## config.mk

```make
export PLATFORM = sky130hd
export DESIGN_NAME = glove_tracker_flat
export DESIGN_NICKNAME = d
export VERILOG_FILES = /design/src/rtl/catch_pkg.sv /design/src/rtl/glove_tracker_if.sv /design/src/rtl/serial_divider.sv /design/src/rtl/glove_tracker.sv /design/src/flat_wrapper.sv
export SDC_FILE = /design/constraint.sdc
export NUM_CORES = 1
export LEC_CHECK = 0
export ABC_AREA = 1
export CAP_MARGIN = 10
export CORE_MARGIN = 2
export CORE_UTILIZATION = 50
export CTS_CLUSTER_DIAMETER = 50
export DETAILED_ROUTE_END_ITERATION = 10
export PLACE_DENSITY = 0.65
export SYNTH_ARGS = -nofsm -noshare
export SYNTH_HDL_FRONTEND = slang
export SYNTH_SLANG_ARGS = --single-unit
```

## constraint.sdc

```tcl
create_clock -name vclock -period 15.8 [get_ports vclock]
set_input_delay 4.74 -clock vclock [delete_from_list [all_inputs] [get_ports vclock]]
set_output_delay 4.74 -clock vclock [all_outputs]
set_load 0.01 [all_outputs]
```

## src/rtl/catch_pkg.sv

```systemverilog
// ---------------------------------------------------------------------------
// catch_pkg
// Shared definitions for the catch-game glove/ball datapath.
//   SUM_W / CNT_W    : coordinate-sum and hit-count accumulator widths
//   HC_W / VC_W      : camera column / row widths
//   SCREEN_W/H       : active camera frame size
//   DIV_IT_W         : width of the divider iteration counter
//   state_t          : glove tracker control states
//   on_screen()      : true when a pixel coordinate lies inside the frame
// ---------------------------------------------------------------------------
package catch_pkg;

   localparam int SUM_W    = 30;
   localparam int CNT_W    = 20;
   localparam int HC_W     = 11;
   localparam int VC_W     = 10;
   localparam int SCREEN_W = 1024;
   localparam int SCREEN_H = 768;
   localparam int DIV_IT_W = $clog2(SUM_W);

   typedef enum logic [1:0] {
      S_IDLE  = 2'd0,
      S_DIV_X = 2'd1,
      S_DIV_Y = 2'd2,
      S_DONE  = 2'd3
   } state_t;

   function automatic logic on_screen(input logic [HC_W-1:0] h,
                                      input logic [VC_W-1:0] v);
      return (int'(h) < SCREEN_W) && (int'(v) < SCREEN_H);
   endfunction

endpackage

```

## src/rtl/glove_tracker_if.sv

```systemverilog
// ---------------------------------------------------------------------------
// glove_tracker_if
// Bundle between the colour-classified pixel stream and the glove tracker.
//   Stream  : pix_valid, pix_hit, hcount, vcount, frame_end
//   Results : glove_x, glove_y, present, closed, valid, busy, overrun
// Modports:
//   master : pixel source / result consumer
//   slave  : the tracker
// ---------------------------------------------------------------------------
interface glove_tracker_if;
   import catch_pkg::*;

   logic            pix_valid;
   logic            pix_hit;
   logic [HC_W-1:0] hcount;
   logic [VC_W-1:0] vcount;
   logic            frame_end;
   logic [HC_W-1:0] glove_x;
   logic [VC_W-1:0] glove_y;
   logic            present;
   logic            closed;
   logic            valid;
   logic            busy;
   logic            overrun;

   modport master (
      output pix_valid, pix_hit, hcount, vcount, frame_end,
      input  glove_x, glove_y, present, closed, valid, busy, overrun
   );

   modport slave (
      input  pix_valid, pix_hit, hcount, vcount, frame_end,
      output glove_x, glove_y, present, closed, valid, busy, overrun
   );

endinterface

```

## src/rtl/serial_divider.sv

```systemverilog
// ---------------------------------------------------------------------------
// serial_divider
// SUM_W-bit by CNT_W-bit restoring divider producing one quotient bit per
// clock. The first iteration is performed on the start edge, so o_done is
// high in the SUM_W-th cycle after the start edge.
// Ports:
//   i_clk, i_rst       : clock, synchronous active-high reset
//   i_start            : load operands (also restarts a running division)
//   i_dividend         : SUM_W-bit dividend
//   i_divisor          : CNT_W-bit divisor, must be non-zero
//   o_quot             : low Q_W bits of the quotient, held until next start
//   o_done             : one-cycle pulse when o_quot is complete
// ---------------------------------------------------------------------------
module serial_divider
   import catch_pkg::*;
#(
   parameter int Q_W = 11
) (
   input  logic             i_clk,
   input  logic             i_rst,
   input  logic             i_start,
   input  logic [SUM_W-1:0] i_dividend,
   input  logic [CNT_W-1:0] i_divisor,
   output logic [Q_W-1:0]   o_quot,
   output logic             o_done
);

   typedef struct packed {
      logic [CNT_W-1:0] rem;
      logic [SUM_W-1:0] q;   // dividend bits shift out the top, quotient bits in the bottom
   } div_st_t;

   // One restoring step. The remainder is always below the divisor, so the
   // shifted remainder fits CNT_W+1 bits and the subtraction's MSB is the borrow.
   function automatic div_st_t div_step(input div_st_t s, input logic [CNT_W-1:0] d);
      logic [CNT_W:0] sh;
      logic [CNT_W:0] diff;
      div_st_t        n;
      sh   = {s.rem, s.q[SUM_W-1]};
      diff = sh - {1'b0, d};
      n.q  = {s.q[SUM_W-2:0], ~diff[CNT_W]};
      n.rem = diff[CNT_W] ? sh[CNT_W-1:0] : diff[CNT_W-1:0];
      return n;
   endfunction

   div_st_t             r_st;
   logic [CNT_W-1:0]    r_div;
   logic [DIV_IT_W-1:0] r_it;
   logic                r_busy;
   logic                r_done;
   div_st_t             w_init;

   assign w_init = {{CNT_W{1'b0}}, i_dividend};

   always_ff @(posedge i_clk) begin
      if (i_rst) begin
         r_busy <= 1'b0;
         r_done <= 1'b0;
         r_it   <= '0;
      end else begin
         r_done <= 1'b0;
         if (i_start) begin
            r_busy <= 1'b1;
            r_it   <= DIV_IT_W'(1);
         end else if (r_busy) begin
            r_it <= r_it + 1'b1;
            if (r_it == DIV_IT_W'(SUM_W - 1)) begin
               r_busy <= 1'b0;
               r_done <= 1'b1;
            end
         end
      end
   end

   always_ff @(posedge i_clk) begin
      if (i_start) begin
         r_st  <= div_step(w_init, i_divisor);
         r_div <= i_divisor;
      end else if (r_busy) begin
         r_st <= div_step(r_st, r_div);
      end
   end

   assign o_quot = r_st.q[Q_W-1:0];
   assign o_done = r_done;

endmodule

```

## src/rtl/glove_tracker.sv

```systemverilog
// ---------------------------------------------------------------------------
// glove_tracker
// Per-frame centroid and grip detector for one coloured glove. Hit pixels
// are summed every cycle; on frame_end the totals are snapshotted and, if
// enough hits were seen, divided (x then y) by the hit count on a shared
// serial divider. The result is published with a one-cycle valid pulse.
// Ports:
//   vclock  : clock
//   reset   : synchronous active-high reset
//   io_bus  : glove_tracker_if.slave (pixel stream in, glove results out)
// Parameters:
//   MIN_PIXELS : hits needed for the glove to count as present
//   CLOSE_LO   : closed sets when the hit count is below this
//   CLOSE_HI   : closed clears when the hit count is above this
// ---------------------------------------------------------------------------
module glove_tracker
   import catch_pkg::*;
#(
   parameter int MIN_PIXELS = 16,
   parameter int CLOSE_LO   = 200,
   parameter int CLOSE_HI   = 400
) (
   input logic             vclock,
   input logic             reset,
   glove_tracker_if.slave  io_bus
);

   state_t           r_state;
   state_t           w_next;

   logic [SUM_W-1:0] r_sum_x;
   logic [SUM_W-1:0] r_sum_y;
   logic [CNT_W-1:0] r_cnt;
   logic [SUM_W-1:0] w_sum_x_fin;
   logic [SUM_W-1:0] w_sum_y_fin;
   logic [CNT_W-1:0] w_cnt_fin;
   logic             w_hit;

   logic [SUM_W-1:0] r_sum_y_snap;
   logic [CNT_W-1:0] r_cnt_snap;

   logic             w_accept;
   logic             w_enough;
   logic             w_busy;
   logic             w_overrun_set;
   logic             w_div_start;
   logic [SUM_W-1:0] w_dividend;
   logic [CNT_W-1:0] w_divisor;
   logic [HC_W-1:0]  w_quot;
   logic             w_div_done;

   logic [HC_W-1:0]  r_qx;
   logic [HC_W-1:0]  r_glove_x;
   logic [VC_W-1:0]  r_glove_y;
   logic             r_present;
   logic             r_closed;
   logic             r_valid;
   logic             r_overrun;

   // Totals including this cycle's pixel: the frame_end pixel belongs to
   // the frame it ends.
   assign w_hit       = io_bus.pix_valid & io_bus.pix_hit & on_screen(io_bus.hcount, io_bus.vcount);
   assign w_sum_x_fin = r_sum_x + (w_hit ? SUM_W'(io_bus.hcount) : '0);
   assign w_sum_y_fin = r_sum_y + (w_hit ? SUM_W'(io_bus.vcount) : '0);
   assign w_cnt_fin   = r_cnt + CNT_W'(w_hit);

   always_ff @(posedge vclock) begin
      if (reset || io_bus.frame_end) begin
         r_sum_x <= '0;
         r_sum_y <= '0;
         r_cnt   <= '0;
      end else begin
         r_sum_x <= w_sum_x_fin;
         r_sum_y <= w_sum_y_fin;
         r_cnt   <= w_cnt_fin;
      end
   end

   // A frame is only accepted when the divider is free; DONE counts as free
   // because its results are already captured.
   assign w_accept = io_bus.frame_end && (r_state == S_IDLE || r_state == S_DONE);
   assign w_enough = w_cnt_fin >= CNT_W'(MIN_PIXELS);

   always_ff @(posedge vclock) begin
      if (w_accept) begin
         r_sum_y_snap <= w_sum_y_fin;
         r_cnt_snap   <= w_cnt_fin;
      end
   end

   always_ff @(posedge vclock) begin
      if (reset) r_state <= S_IDLE;
      else       r_state <= w_next;
   end

   always_comb begin
      w_next = r_state;
      unique case (r_state)
         S_IDLE: begin
            if (io_bus.frame_end) w_next = w_enough ? S_DIV_X : S_DONE;
         end
         S_DIV_X: begin
            if (w_div_done) w_next = S_DIV_Y;
         end
         S_DIV_Y: begin
            if (w_div_done) w_next = S_DONE;
         end
         S_DONE: begin
            if (io_bus.frame_end) w_next = w_enough ? S_DIV_X : S_DONE;
            else                  w_next = S_IDLE;
         end
         default: w_next = S_IDLE;
      endcase
   end

   // x division starts straight from the live totals; y starts from the
   // snapshot on the same edge that x completes.
   always_comb begin
      w_busy        = (r_state == S_DIV_X) || (r_state == S_DIV_Y);
      w_overrun_set = io_bus.frame_end && w_busy;
      w_div_start   = (w_accept && w_enough) || (r_state == S_DIV_X && w_div_done);
      w_dividend    = w_sum_x_fin;
      w_divisor     = w_cnt_fin;
      if (r_state == S_DIV_X) begin
         w_dividend = r_sum_y_snap;
         w_divisor  = r_cnt_snap;
      end
   end

   serial_divider #(
      .Q_W (HC_W)
   ) u_div (
      .i_clk      (vclock),
      .i_rst      (reset),
      .i_start    (w_div_start),
      .i_dividend (w_dividend),
      .i_divisor  (w_divisor),
      .o_quot     (w_quot),
      .o_done     (w_div_done)
   );

   always_ff @(posedge vclock) begin
      if (reset) begin
         r_qx      <= '0;
         r_glove_x <= '0;
         r_glove_y <= '0;
         r_present <= 1'b0;
         r_closed  <= 1'b0;
         r_valid   <= 1'b0;
         r_overrun <= 1'b0;
      end else begin
         r_valid   <= 1'b0;
         r_overrun <= w_overrun_set;
         if (r_state == S_DIV_X && w_div_done) r_qx <= w_quot;
         if (r_state == S_DONE) begin
            r_valid <= 1'b1;
            if (r_cnt_snap >= CNT_W'(MIN_PIXELS)) begin
               r_present <= 1'b1;
               r_glove_x <= r_qx;
               // y quotient is still held by the idle divider in DONE
               r_glove_y <= w_quot[VC_W-1:0];
               if (r_cnt_snap < CNT_W'(CLOSE_LO))      r_closed <= 1'b1;
               else if (r_cnt_snap > CNT_W'(CLOSE_HI)) r_closed <= 1'b0;
            end else begin
               r_present <= 1'b0;
            end
         end
      end
   end

   assign io_bus.glove_x = r_glove_x;
   assign io_bus.glove_y = r_glove_y;
   assign io_bus.present = r_present;
   assign io_bus.closed  = r_closed;
   assign io_bus.valid   = r_valid;
   assign io_bus.busy    = w_busy;
   assign io_bus.overrun = r_overrun;

endmodule

```

## src/flat_wrapper.sv

```systemverilog
// flat-port wrapper written by rule: the top's interface ports become plain ports
module glove_tracker_flat import catch_pkg::*;
#(
   parameter int MIN_PIXELS = 16,
   parameter int CLOSE_LO   = 200,
   parameter int CLOSE_HI   = 400
)
  (vclock, reset, io_bus_pix_valid, io_bus_pix_hit, io_bus_hcount, io_bus_vcount, io_bus_frame_end, io_bus_glove_x, io_bus_glove_y, io_bus_present, io_bus_closed, io_bus_valid, io_bus_busy, io_bus_overrun);
  glove_tracker_if io_bus_i ();
  input logic vclock;
  input logic reset;
  input wire logic [$bits(io_bus_i.pix_valid)-1:0] io_bus_pix_valid;
  input wire logic [$bits(io_bus_i.pix_hit)-1:0] io_bus_pix_hit;
  input wire logic [$bits(io_bus_i.hcount)-1:0] io_bus_hcount;
  input wire logic [$bits(io_bus_i.vcount)-1:0] io_bus_vcount;
  input wire logic [$bits(io_bus_i.frame_end)-1:0] io_bus_frame_end;
  output wire logic [$bits(io_bus_i.glove_x)-1:0] io_bus_glove_x;
  output wire logic [$bits(io_bus_i.glove_y)-1:0] io_bus_glove_y;
  output wire logic [$bits(io_bus_i.present)-1:0] io_bus_present;
  output wire logic [$bits(io_bus_i.closed)-1:0] io_bus_closed;
  output wire logic [$bits(io_bus_i.valid)-1:0] io_bus_valid;
  output wire logic [$bits(io_bus_i.busy)-1:0] io_bus_busy;
  output wire logic [$bits(io_bus_i.overrun)-1:0] io_bus_overrun;
  assign io_bus_i.pix_valid = io_bus_pix_valid;
  assign io_bus_i.pix_hit = io_bus_pix_hit;
  assign io_bus_i.hcount = io_bus_hcount;
  assign io_bus_i.vcount = io_bus_vcount;
  assign io_bus_i.frame_end = io_bus_frame_end;
  assign io_bus_glove_x = io_bus_i.glove_x;
  assign io_bus_glove_y = io_bus_i.glove_y;
  assign io_bus_present = io_bus_i.present;
  assign io_bus_closed = io_bus_i.closed;
  assign io_bus_valid = io_bus_i.valid;
  assign io_bus_busy = io_bus_i.busy;
  assign io_bus_overrun = io_bus_i.overrun;
  glove_tracker #(.MIN_PIXELS(MIN_PIXELS), .CLOSE_LO(CLOSE_LO), .CLOSE_HI(CLOSE_HI)) u_core (.vclock(vclock), .reset(reset), .io_bus(io_bus_i));
endmodule
```

==> results of run 1 <==
[cells by family (layout without fill, tap and decap cells)]
kind of cell | after synthesis | in the layout | share of synthesized area, %
AOI/OAI and AO/OA | 207 | 207 | 8.58
xor gates and xnor gates | 60 | 60 | 4.01
adders and majority gates | 55 | 55 | 5.43
buffers and inverters | 260 | 334 | 7.62
DFF | 245 | 245 | 46.6
muxes | 1 | 1 | 0.0765
other | 1 | 1 | 0.0286
and+or+nand+nor | 871 | 871 | 27.6
[per-layer routing]
metal | GRT usage (%) | wire length [um]
met1 | 33.7 | 15300
met2 | 32.6 | 12700
met3 | 2.38 | 1570
met4 | 5.14 | 576
met5 | 0 | 0
[sequential cells by signal, indices dropped and copies added, names as in the netlist, 5 cells and up]
name                   flops
u_core.r_sum_y_snap       30
u_core.r_cnt_snap         20
u_core.r_sum_x            30
u_core.io_bus.glove_y     10
u_core.r_sum_y            30
u_core.io_bus.glove_x     11
u_core.r_cnt              20
u_core.u_div.r_div        20
u_core.u_div.o_quot       11
u_core.u_div.r_st         39
u_core.r_qx               11
u_core.u_div.r_it          5
[cell usage after synthesis, drive strengths merged, types with 2 or more instances]
master  instances
nor2          218
fa              3
o211ai          3
nand3          86
clkbuf         32
nand2         471
a31oi           5
or2            13
nor3           26
nand4          28
nor4            9
and3            3
and2            6
ha             52
o21a            5
xor2           32
nor2b           2
o21ai          88
clkinv          3
xnor2          28
a21oi          86
o21bai          8
dfxtp         125
inv           215
edfxtp        120
buf            10
nand3b          8
a21boi          4
a21o            7
[power by group through the flow]
| stage | sequential [mW] | combinational, mW | clock (mW) |
|---|---|---|---|
| global placement | 0.754 | 0.273 | 0 |
| global route | 0.747 | 0.313 | 0.719 |
| detailed placement | 0.756 | 0.274 | 0 |
| CTS | 0.742 | 0.277 | 0.689 |
| finish | 0.742 | 0.277 | 0.673 |
| floorplan | 0.754 | 0.181 | 0 |
[worst max-delay path, cell delays in order]
cell	delay, ps
clkdlybuf4s50_1	420
nand2_1	110
nand4_1	620
inv_1	370
ha_1	280
ha_1	210
nand2_1	110
nor2_2	200
nand2_1	170
o21ai_1	180
and2_1	190
nand2_1	60
nor2_1	130
nand3_2	160
a21oi_4	150
buf_4	420
nand2_2	770
[area by class of cell]
cell class	instances	share of cell area [%]
sequential	245	41.0
multi-input combinational	1195	40.3
inverter	218	5.49
clock buffer	35	5.30
timing repair buffer	58	3.78
tap	335	2.81
clock inverter	23	1.35
[worst min path at each step]
stage                                 to                 startpoint
2_1_floorplan  u_core.io_bus.glove_x[10]            u_core.r_qx[10]
3_3_place_gp    u_core.io_bus.glove_y[1]   u_core.io_bus.glove_y[1]
3_5_place_dp   u_core.io_bus.glove_x[10]  u_core.io_bus.glove_x[10]
4_1_cts        u_core.io_bus.glove_x[10]  u_core.io_bus.glove_x[10]
5_1_grt         u_core.io_bus.glove_x[9]   u_core.io_bus.glove_x[9]
6_report        u_core.io_bus.glove_x[9]   u_core.io_bus.glove_x[9]
[metrics by stage]
| step | setup slack, ps | util [%] | std cells | cell area [um2] | total power, mW |
|---|---|---|---|---|---|
| floorplan | 6740 | - | 1700 | 13100 | 0.934 |
| global placement | 5920 | 53.7 | 2051 | 13900 | 1.03 |
| detailed placement | 5800 | 53.7 | 2051 | 13900 | 1.03 |
| CTS | 6390 | 57.5 | 2109 | 14900 | 1.71 |
| global route | 5990 | 57.5 | 2109 | 14900 | 1.78 |
| finish | 6510 | 57.5 | 2109 | 14900 | 1.69 |
==> impl_metrics.yaml, run 1 <==
synthesis:
  synthFlopType: "dfxtp_1"
  async_flop_share_pct: 0
  syn_inst: 1700
  yosysSeqAreaShare_pct: 46.6
  synth_edf_count: 120
  ys_ff_latch: 245
  ys.warnings.count: 0
  synth_area_leaders: "edfxtp_1 (28%), dfxtp_1 (19%), nand2_1 (13%)"
  syn_area_um2: 13100
  synth_top_area_share_pct: 27.5
  syn_avg_cell_area_um2: 7.70
  yosysTopAreaCell: "edfxtp_1"
  synth_cell_types: 40
  synth_fp_nets: 1781
pwr:
  power.leakage_nw: 6.40
  internal_power_mw: 1.19
  swShare_pct: 29.5
  clockPowerShare_pct: 39.8
  powerDensity_nw_per_um2: 113
  power_frac_seq_pct: 43.9
  vdd_drop_max_mv: 0.0829
  pwr-share-comb_pct: 16.3
  p_sw_uw: 499
cts:
  cts_tree: "built"
  cts_sinks: 245
  cts-buffers-inserted: 31
  cts_buffer_depth: 3
  htreeDepth: 1
  cts_setup_buffers: 0
  cts-root-buf: "clkbuf_16"
  postCtsResizedCells: 0
  insertion_delay_ps: 570
  cts_hold_buffers: 0
  path_clk_slew_ps: 60
global_routing:
  overflow: 0
  grt_pass1_vias: 10100
  antenna_found_initial: 0
  grt_first_pass_wirelength_um: 50200
  grt_max_degree: 81
  gr-usage-all-layers_pct: 21.7
drt:
  routed_wl_um: 30100
  drtIter0Drc: 827
  vias: 10900
  dr.pass1.iters: 5
  postRouteAntennaNets: 0
  routedWlPerCell_um: 14.3
  viasPerCell: 5.17
  drc: 0
critical_path:
  cp.required_ps: 15840
  startpoint: "io_bus_vcount[9]"
  startpoint_type: "input pin"
  r2r-end: "u_core.u_div.r_st[41]"
  crit_type: "input pin to register"
  rr_startpoint: "u_core.r_cnt[0]"
  crit_path_end_kind: "register"
  worst-endpoint-arrival_ps: 9330
  rrSetupSlack_ps: 11950
  cp-endpoint: "u_core.u_div.r_st[41]"
  r2r_cells: 13
  path_max_fanout: 50
placed_design:
  dp_hpwl_um: 22100
  numPortBuffers: 51
  gp_congestion: 0.897
finish:
  area_growth_pct: 13.9
  drive_gt1_share_pct: 4.68
  final_common_cell: "nand2_1"
  fin_nets: 1830
  layout_common_cells: "nand2_1 (468), inv_1 (215), nor2_1 (214)"
  multiInputGateArea_um2: 6010
  fillers: 2453
  seqCellArea_um2: 6110
  n_antenna_cell: 0
sta:
  finalHoldViolCount: 0
  min_period_ps: 9290
  whs_ps: 458
  finalClockSkew_ps: 17.5
  setup_viol: 0
  max_slew_margin_pct: 22.1
  rsz0062_at_grt: "false"
  min_period_over_period_pct: 58.8
  max_freq_mhz: 108
  setup_tns_ps: 0
  worst_slew_pin_slew_ps: 1160
  drv_slew: 0
worst_hold_path:
  hold_depth: 2
  holdCritPathClass: "register to register"
floorplanning:
  num_rows: 59
  die_w_um: 166
  boundaryPins: 52
  die_area_um2: 27500
  core_region_area_um2: 25900
  start_util_pct: 50.5
  die_h_um: 166
flow_run:
  maxCapViolations: 0
outcome:
  status: "finished, final reports clean"
No activity file was read; power rests on OpenSTA's default activity.
==> run 2, diff against run 1 <==
==> constraint.sdc (replaced) <==
create_clock -name vclock -period 8.65 [get_ports vclock]
set_input_delay 2.595 -clock vclock [delete_from_list [all_inputs] [get_ports vclock]]
set_output_delay 2.595 -clock vclock [all_outputs]
set_load 0.01 [all_outputs]
==> impl_metrics.yaml, run 2 (synthesis gave the netlist of run 1 again) <==
global_routing:
  gr-usage-all-layers_pct: 21.2
  grt_pass1_vias: 10000
  grt_max_degree: 73
  antenna_found_initial: 0
  grt_first_pass_wirelength_um: 48700
  overflow: 0
placed_design:
  dp_slack_ps: 1800
  dp_hpwl_um: 21800
  gp_congestion: 0.960
  numPortBuffers: 51
drt:
  routedWlPerCell_um: 14.0
  drtIter0Drc: 808
  dr.pass1.iters: 5
  routed_wl_um: 29600
  vias: 10800
  viasPerCell: 5.11
  postRouteAntennaNets: 0
  drc: 0
sta:
  min_period_ps: 6250
  min_period_over_period_pct: 72.2
  finalHoldViolCount: 0
  setup_tns_ps: 0
  setup_viol: 0
  max_freq_mhz: 160
  max_slew_margin_pct: 33.9
  worst_slew_pin_slew_ps: 990
  finalClockSkew_ps: 25.6
  rsz0062_at_grt: "false"
  drv_slew: 0
  fin_ws_ps: 2400
pwr:
  power.leakage_nw: 6.49
  powerDensity_nw_per_um2: 216
  vdd_drop_max_mv: 0.275
floorplanning:
  start_util_pct: 50.5
  die_h_um: 166
  num_rows: 59
  die_w_um: 166
  die_area_um2: 27500
  core_region_area_um2: 25900
  boundaryPins: 52
finish:
  max_flop_register: "u_core.u_div.r_st"
  layout_common_cells: "nand2_1 (468), inv_1 (215), nor2_1 (214)"
  final_common_cell: "nand2_1"
  fin_nets: 1835
  drive_gt1_share_pct: 5.11
  n_antenna_cell: 0
  area_growth_pct: 15.2
  largest_reg_flops: 39
cts:
  cts_tree: "built"
  htreeDepth: 2
  postCtsResizedCells: 0
  insertion_delay_ps: 520
  cts_sinks: 245
  path_clk_slew_ps: 60
  cts_hold_buffers: 0
  cts-root-buf: "clkbuf_16"
  cts_buffer_depth: 3
  cts-buffers-inserted: 34
  cts_setup_buffers: 0
critical_path:
  path_max_fanout: 47
  startpoint_type: "input pin"
  crit_path_end_kind: "register"
  worst-endpoint-arrival_ps: 6480
  cp.required_ps: 8890
  r2r_cells: 19
  crit_type: "input pin to register"
worst_hold_path:
  holdCritPathClass: "register to register"
  hold_depth: 2
outcome:
  status: "finished, final reports clean"
flow_run:
  maxCapViolations: 0
==> run 2: power by group <==
part	internal, mW	leakage (nW)	switching [mW]
combinational	0.151	3.79	0.341
sequential	1.32	2.14	0.0346
clock	0.854	0.566	0.555
total	2.33	6.49	0.930
==> run 2: final timing paths <==
kind	from	to	slack (ps)
hold reg to reg	u_core.io_bus.glove_x[2]	u_core.io_bus.glove_x[2]	460
setup / recovery	io_bus_vcount[8]	u_core.u_div.r_st[43]	2400
hold / removal	u_core.io_bus.glove_x[2]	u_core.io_bus.glove_x[2]	460
setup reg to reg	u_core.r_state[1]	u_core.u_div.o_quot[0]	4900
==> run 2: through the flow <==
| step | utilization (%) | total power, mW | std cells | area [um2] | hold slack [ps] |
|---|---|---|---|---|---|
| 2_1_floorplan | - | 1.71 | 1700 | 13100 | 445 |
| 3_3_place_gp | 53.8 | 1.87 | 2053 | 13900 | 449 |
| 3_5_place_dp | 53.8 | 1.87 | 2053 | 13900 | 456 |
| 4_1_cts | 58.2 | 3.29 | 2115 | 15100 | 464 |
| 5_1_grt | 58.2 | 3.40 | 2115 | 15100 | 478 |
| 6_report | 58.2 | 3.26 | 2115 | 15100 | 459 |
==> run 2: critical path, stage by stage <==
cell	delay, ps
clkdlybuf4s50_1	410
nand2_1	110
nand4_1	80
buf_4	210
inv_1	130
ha_1	260
ha_1	220
nand2_1	100
nor2_2	170
nand3_1	150
o21ai_1	180
and2_1	190
nand2_1	60
nor2_1	150
nand3_2	200
nand2_1	130
nand2_2	550
nand3_2	480
nand2_1	100
==> run 2: final cells by class <==
type                    count  area [um2]
inverters                 218         818
multi-input cells        1195        6010
fillers                  2371       10800
clock buffers              39         891
clock inverters            23         265
well taps                 335         419
flip-flops and latches    245        6110
repair buffers             60         578
==> run 2: metal layers <==
metal  wire (um)  up-vias  share of wire (%)  GRT usage, %
met5           0        -                  0             0
met4         512        0                1.7          6.16
met3        1530       43                5.2          3.00
met2       12400      244                 42          32.0
met1       15100     4910                 51          31.9
li1            -     5613                  -             -
==> patch 1: new RTL, settings of run 2 <==
Make the reset (`i_rst` and `reset`) asynchronous in 3 clocked blocks. Comments in the files are not updated.
--- a/src/rtl/serial_divider.sv
+++ b/src/rtl/serial_divider.sv
@@ -54,3 +54,3 @@
 
-   always_ff @(posedge i_clk) begin
+   always_ff @(posedge i_clk or posedge i_rst) begin
       if (i_rst) begin
--- a/src/rtl/glove_tracker.sv
+++ b/src/rtl/glove_tracker.sv
@@ -90,3 +90,3 @@
 
-   always_ff @(posedge vclock) begin
+   always_ff @(posedge vclock or posedge reset) begin
       if (reset) r_state <= S_IDLE;
@@ -141,3 +141,3 @@
 
-   always_ff @(posedge vclock) begin
+   always_ff @(posedge vclock or posedge reset) begin
       if (reset) begin
Function: differs if reset is asserted again (counterexample within 4 cycles, from zero or initial values and one cycle with reset high); with reset held inactive, the same outputs for 10 cycles.
==> patch 1 against run 2 <==
- the flow now finishes with violations (design-rule violations)
- sequential cell count unchanged
- hold slack gained 0.015 ns
- first-iteration DRC count grew 2.5%
- wire length is 8.8% higher
- total power is 0.98% higher
- cell count hardly changed
- setup slack got worse by 0.53 ns
- final area rose by 0.92%
- area after synthesis increased by 1.8%
- clock power is 8% lower
- highest routed layer unchanged
==> patch 1: results (changes against run 2) <==
INFO  place          gp_congestion=0.921 [-4.0%]
INFO  cells_and_area design.final.nets=1,834 [-0.054%]
INFO  pwr            power_per_cell_area=216nW/um2 [about the same]
INFO  setup_path     max_stage_delay=0.52ns [-0.03 ns]
INFO  synthesis      post_synth_fa_ha_maj_area_fraction=5.33% [-0.098 points]
INFO  floorplan      die_area=28,000um2 [+1.8%]
INFO  global_routing gr-usage-met2=33.8% [+1.9 points]
INFO  cells_and_area multi_input_gates=1,174 [-1.8%]
INFO  setup_path     crit_path_max_fanout=50 [+6.4%]
INFO  drt            drt_pre_antenna_iters=8 [+3]
INFO  sta            finClkSkew=0.0165ns [-0.00918 ns]
INFO  pwr            cellInternalPower=2.33mW [+0.25%]
INFO  sta            worst_slew_pin_slew=0.934ns [-0.0557 ns]
INFO  place          place.detailed.instances=2,055 [+0.097%]
INFO  synthesis      synth_area_leaders=sky130_fd_sc_hd__edfxtp_1, sky130_fd_sc_hd__nand2_1, sky130_fd_sc_hd__dfxtp_1
INFO  cells_and_area seqAreaFraction=41.6% [+1.1 points]
INFO  cells_and_area layout.non_clock_inverters=240 [+10%]
INFO  global_routing use_met3=2.67% [-0.33 points]
INFO  outcome        status=finished, violations left
INFO  cells_and_area area_growth=14.2%
INFO  global_routing track_usage=23.2% [+1.9 points]
INFO  drt            via_count=10,948 [+1.3%]
INFO  global_routing grt_first_pass_wirelength=52,600um [+8.1%]
INFO  synthesis      synth_top_flop_cell=sky130_fd_sc_hd__edfxtp_1
INFO  cells_and_area layout.clock.cell_area_share=6.92% [-0.74 points]
INFO  drt            via_per_inst=5.18 [+1.4%]
INFO  drt            detailedRoute.firstIterationViolations=828 [+2.5%]
INFO  cells_and_area nFlopsAndLatches=245 [unchanged]
INFO  cells_and_area nonClockBufferCount=61 [+1.7%]
INFO  cells_and_area num-clock-buffers=35 [-10%]
INFO  outcome        violations=design-rule violations
INFO  synthesis      post_synth_mux_area_share=0.0751% [-0.0014 points]
INFO  cts            clock_latency=0.56ns [+0.04 ns]
INFO  drt            met2WireLength=13,300um [+6.8%]
INFO  cts            numCtsBuffers=31 [-8.8%]
INFO  global_routing grt_use_met1=36.1% [+4.3 points]
INFO  synthesis      postSynthCellCount=1,699 [-0.059%]
INFO  synthesis      synth-compound-area-share=8.39% [-0.19 points]
INFO  drt            remaining_drc_errors=1 [+1]
INFO  synthesis      asyncSetResetFlopFracSynth=18.4% [+18 points]
## patch 1: cell types whose count changed after synthesis, sizes merged, moves of 9 or more
cell	before	now
o21ai	88	113
a21oi	86	77
nand3	86	97
dfrtp	0	45
nor2	218	186
inv	215	239
dfxtp	125	80
## patch 1: power groups by stage
stage               clock [mW]  combinational (mW)  sequential [mW]
floorplan                    0               0.338             1.45
global placement             0               0.572             1.44
detailed placement           0               0.572             1.44
CTS                       1.33               0.575             1.42
global route              1.37               0.644             1.43
finish                    1.30               0.573             1.42
## patch 1: worst paths after layout
check	end	cells past startpoint	slack, ns	startpoint
worst min-delay path	u_core.io_bus.glove_x[2]	2	0.47	u_core.r_qx[2]
max in group asynchronous	u_core.r_qx[4]	2	5.47	reset
worst min register to register	u_core.io_bus.glove_x[2]	2	0.47	u_core.r_qx[2]
worst max register to register	u_core.u_div.r_st[13]	17	4.77	u_core.r_cnt[0]
min in group asynchronous	u_core.io_bus.valid	2	2.60	reset
worst max-delay path	u_core.u_div.r_st[13]	22	1.88	io_bus_vcount[8]
==> patch 2: new RTL, flow settings as in run 2 <==
Without the edit above. The package constant `CNT_W` goes from 20 to 24.
--- a/src/rtl/catch_pkg.sv
+++ b/src/rtl/catch_pkg.sv
@@ -13,3 +13,3 @@
    localparam int SUM_W    = 30;
-   localparam int CNT_W    = 20;
+   localparam int CNT_W    = 24;
    localparam int HC_W     = 11;
Behaviour: no difference found for any inputs over 10 cycles, from zero or initial values and one cycle with reset high; that may be too few to reach the edited logic, so the function may still have changed.
==> patch 2 against run 2 <==
- core utilization fell by 0.21 points
- non-clock buffer count fell by 2
- wire length rose by 12%
- combinational power rose by 17%
- setup slack got worse by 0.79 ns
- count of clock-buffer cells in the layout rose by 6
- die area rose by 7.9%
- area after synthesis rose by 8.1%
- total power rose by 7.1%
- fmax fell by 11%
- synthesized cell count rose by 8.6%
- sequential cell count rose by 16
- critical path depth rose by 2
- final area rose by 7.1%
- critical path type unchanged
==> patch 2: results (changes against run 2) <==
INFO  synthesis      yosys.cell_types.count=44 [+10%]
INFO  synthesis      synth_area_leaders=sky130_fd_sc_hd__edfxtp_1, sky130_fd_sc_hd__dfxtp_1, sky130_fd_sc_hd__nand2_1
INFO  place          place.detailed.instances=2,238 [+9.0%]
INFO  synthesis      synth.net_count=1,932 [+8.5%]
INFO  synthesis      post_synth_fa_ha_maj_area_fraction=5.37% [-0.055 points]
INFO  pwr            worst_case_vdd_ir_drop=0.187mV [-32%]
INFO  sta            finClkSkew=0.0155ns [-0.0102 ns]
INFO  global_routing grt_start_max_net_pins=74 [+1.4%]
INFO  global_routing grt_use_met1=33.2% [+1.3 points]
INFO  place          gp_congestion=0.910 [-5.2%]
INFO  synthesis      synth_enable_flop_cells=132 [+10%]
INFO  drt            met3_wirelength=2090um [+37%]
INFO  setup_path     worst_ep_required_time=8.88ns [about the same]
INFO  drt            wl_per_cell=14.4um [+3.0%]
INFO  synthesis      post_synth_mux_area_share=0% [-0.076 points]
INFO  drt            postRouteWirelength=33,200um [+12%]
INFO  global_routing track_usage=22.8% [+1.6 points]
INFO  drt            via_count=11,705 [+8.3%]
INFO  place          postPlaceCellArea=15,000um2 [+7.7%]
INFO  synthesis      syn_avg_cell_area=7.67um2 [-0.46%]
INFO  setup_path     max_stage_delay=0.67ns [+0.12 ns]
INFO  synthesis      synth.top_cells.by_count=sky130_fd_sc_hd__nand2_1, sky130_fd_sc_hd__nor2_1, sky130_fd_sc_hd__inv_1, sky130_fd_sc_hd__edfxtp_1, sky130_fd_sc_hd__dfxtp_1
INFO  global_routing use_met3=3.43% [+0.43 points]
INFO  global_routing via_count_of_the_first_global_routing_pass=10,899 [+8.7%]
INFO  synthesis      synth-compound-area-share=8.40% [-0.18 points]
INFO  outcome        status=finished clean
INFO  setup_path     cpMaxStageDelayCell=sky130_fd_sc_hd__nand2_1
INFO  place          hpwl=24,200um [+11%]
INFO  drt            met2WireLength=14,300um [+15%]
INFO  pwr            cellInternalPower=2.51mW [+8.0%]
INFO  global_routing gr-usage-met2=35.4% [+3.5 points]
INFO  cells_and_area design.final.nets=1,981 [+8.0%]
INFO  cells_and_area fill_cells=2,608 [+10%]
INFO  global_routing grt_first_pass_wirelength=54,100um [+11%]
INFO  drt            detailedRoute.firstIterationViolations=778 [-3.7%]
INFO  drt            wl_met1=16,000um [+5.7%]
INFO  setup_path     crit_path_max_fanout=48 [+2.1%]
## patch 2: cell types whose count changed after synthesis, moves of 7 or more
cell / run 2 / this run
sky130_fd_sc_hd__nand2_1: 470 / 488
sky130_fd_sc_hd__edfxtp_1: 120 / 132
sky130_fd_sc_hd__nand2_2: 1 / 15
sky130_fd_sc_hd__nand3_1: 84 / 101
sky130_fd_sc_hd__nor2_1: 215 / 255
sky130_fd_sc_hd__o21bai_1: 8 / 1
sky130_fd_sc_hd__o21ai_0: 83 / 106
sky130_fd_sc_hd__inv_1: 215 / 239
## patch 2: cell type report
class / instances / area (um2) / area share [%]
Multi-Input combinational cell: 1297 / 6500 / 40.2
Timing Repair Buffer: 58 / 563 / 3.48
Clock inverter: 16 / 219 / 1.35
Inverter: 244 / 916 / 5.67
Sequential cell: 261 / 6550 / 40.5
Tap cell: 378 / 473 / 2.93
Clock buffer: 45 / 943 / 5.84
## patch 2: final timing paths
kind | slack [ns] | end | cells after the start
setup / recovery | 1.61 | u_core.u_div.r_st[43] | 21
hold / removal | 0.48 | u_core.io_bus.glove_y[4] | 2
setup reg to reg | 4.86 | u_core.u_div.r_st[40] | 8
hold reg to reg | 0.48 | u_core.io_bus.glove_y[4] | 2
## patch 2: power by group through the flow
stage / Combinational, mW / Clock (mW) / Sequential [mW]
2_1_floorplan: 0.353 / 0 / 1.50
3_3_place_gp: 0.569 / 0 / 1.49
3_5_place_dp: 0.575 / 0 / 1.50
4_1_cts: 0.577 / 1.48 / 1.47
5_1_grt: 0.652 / 1.52 / 1.48
6_report: 0.574 / 1.44 / 1.47
## patch 2: metrics by stage
step	setup slack (ns)	hold WS [ns]
global route	0.951	0.501
floorplan	1.49	0.450
global placement	1.17	0.456
finish	1.61	0.477
CTS	1.50	0.481
detailed placement	1.01	0.468
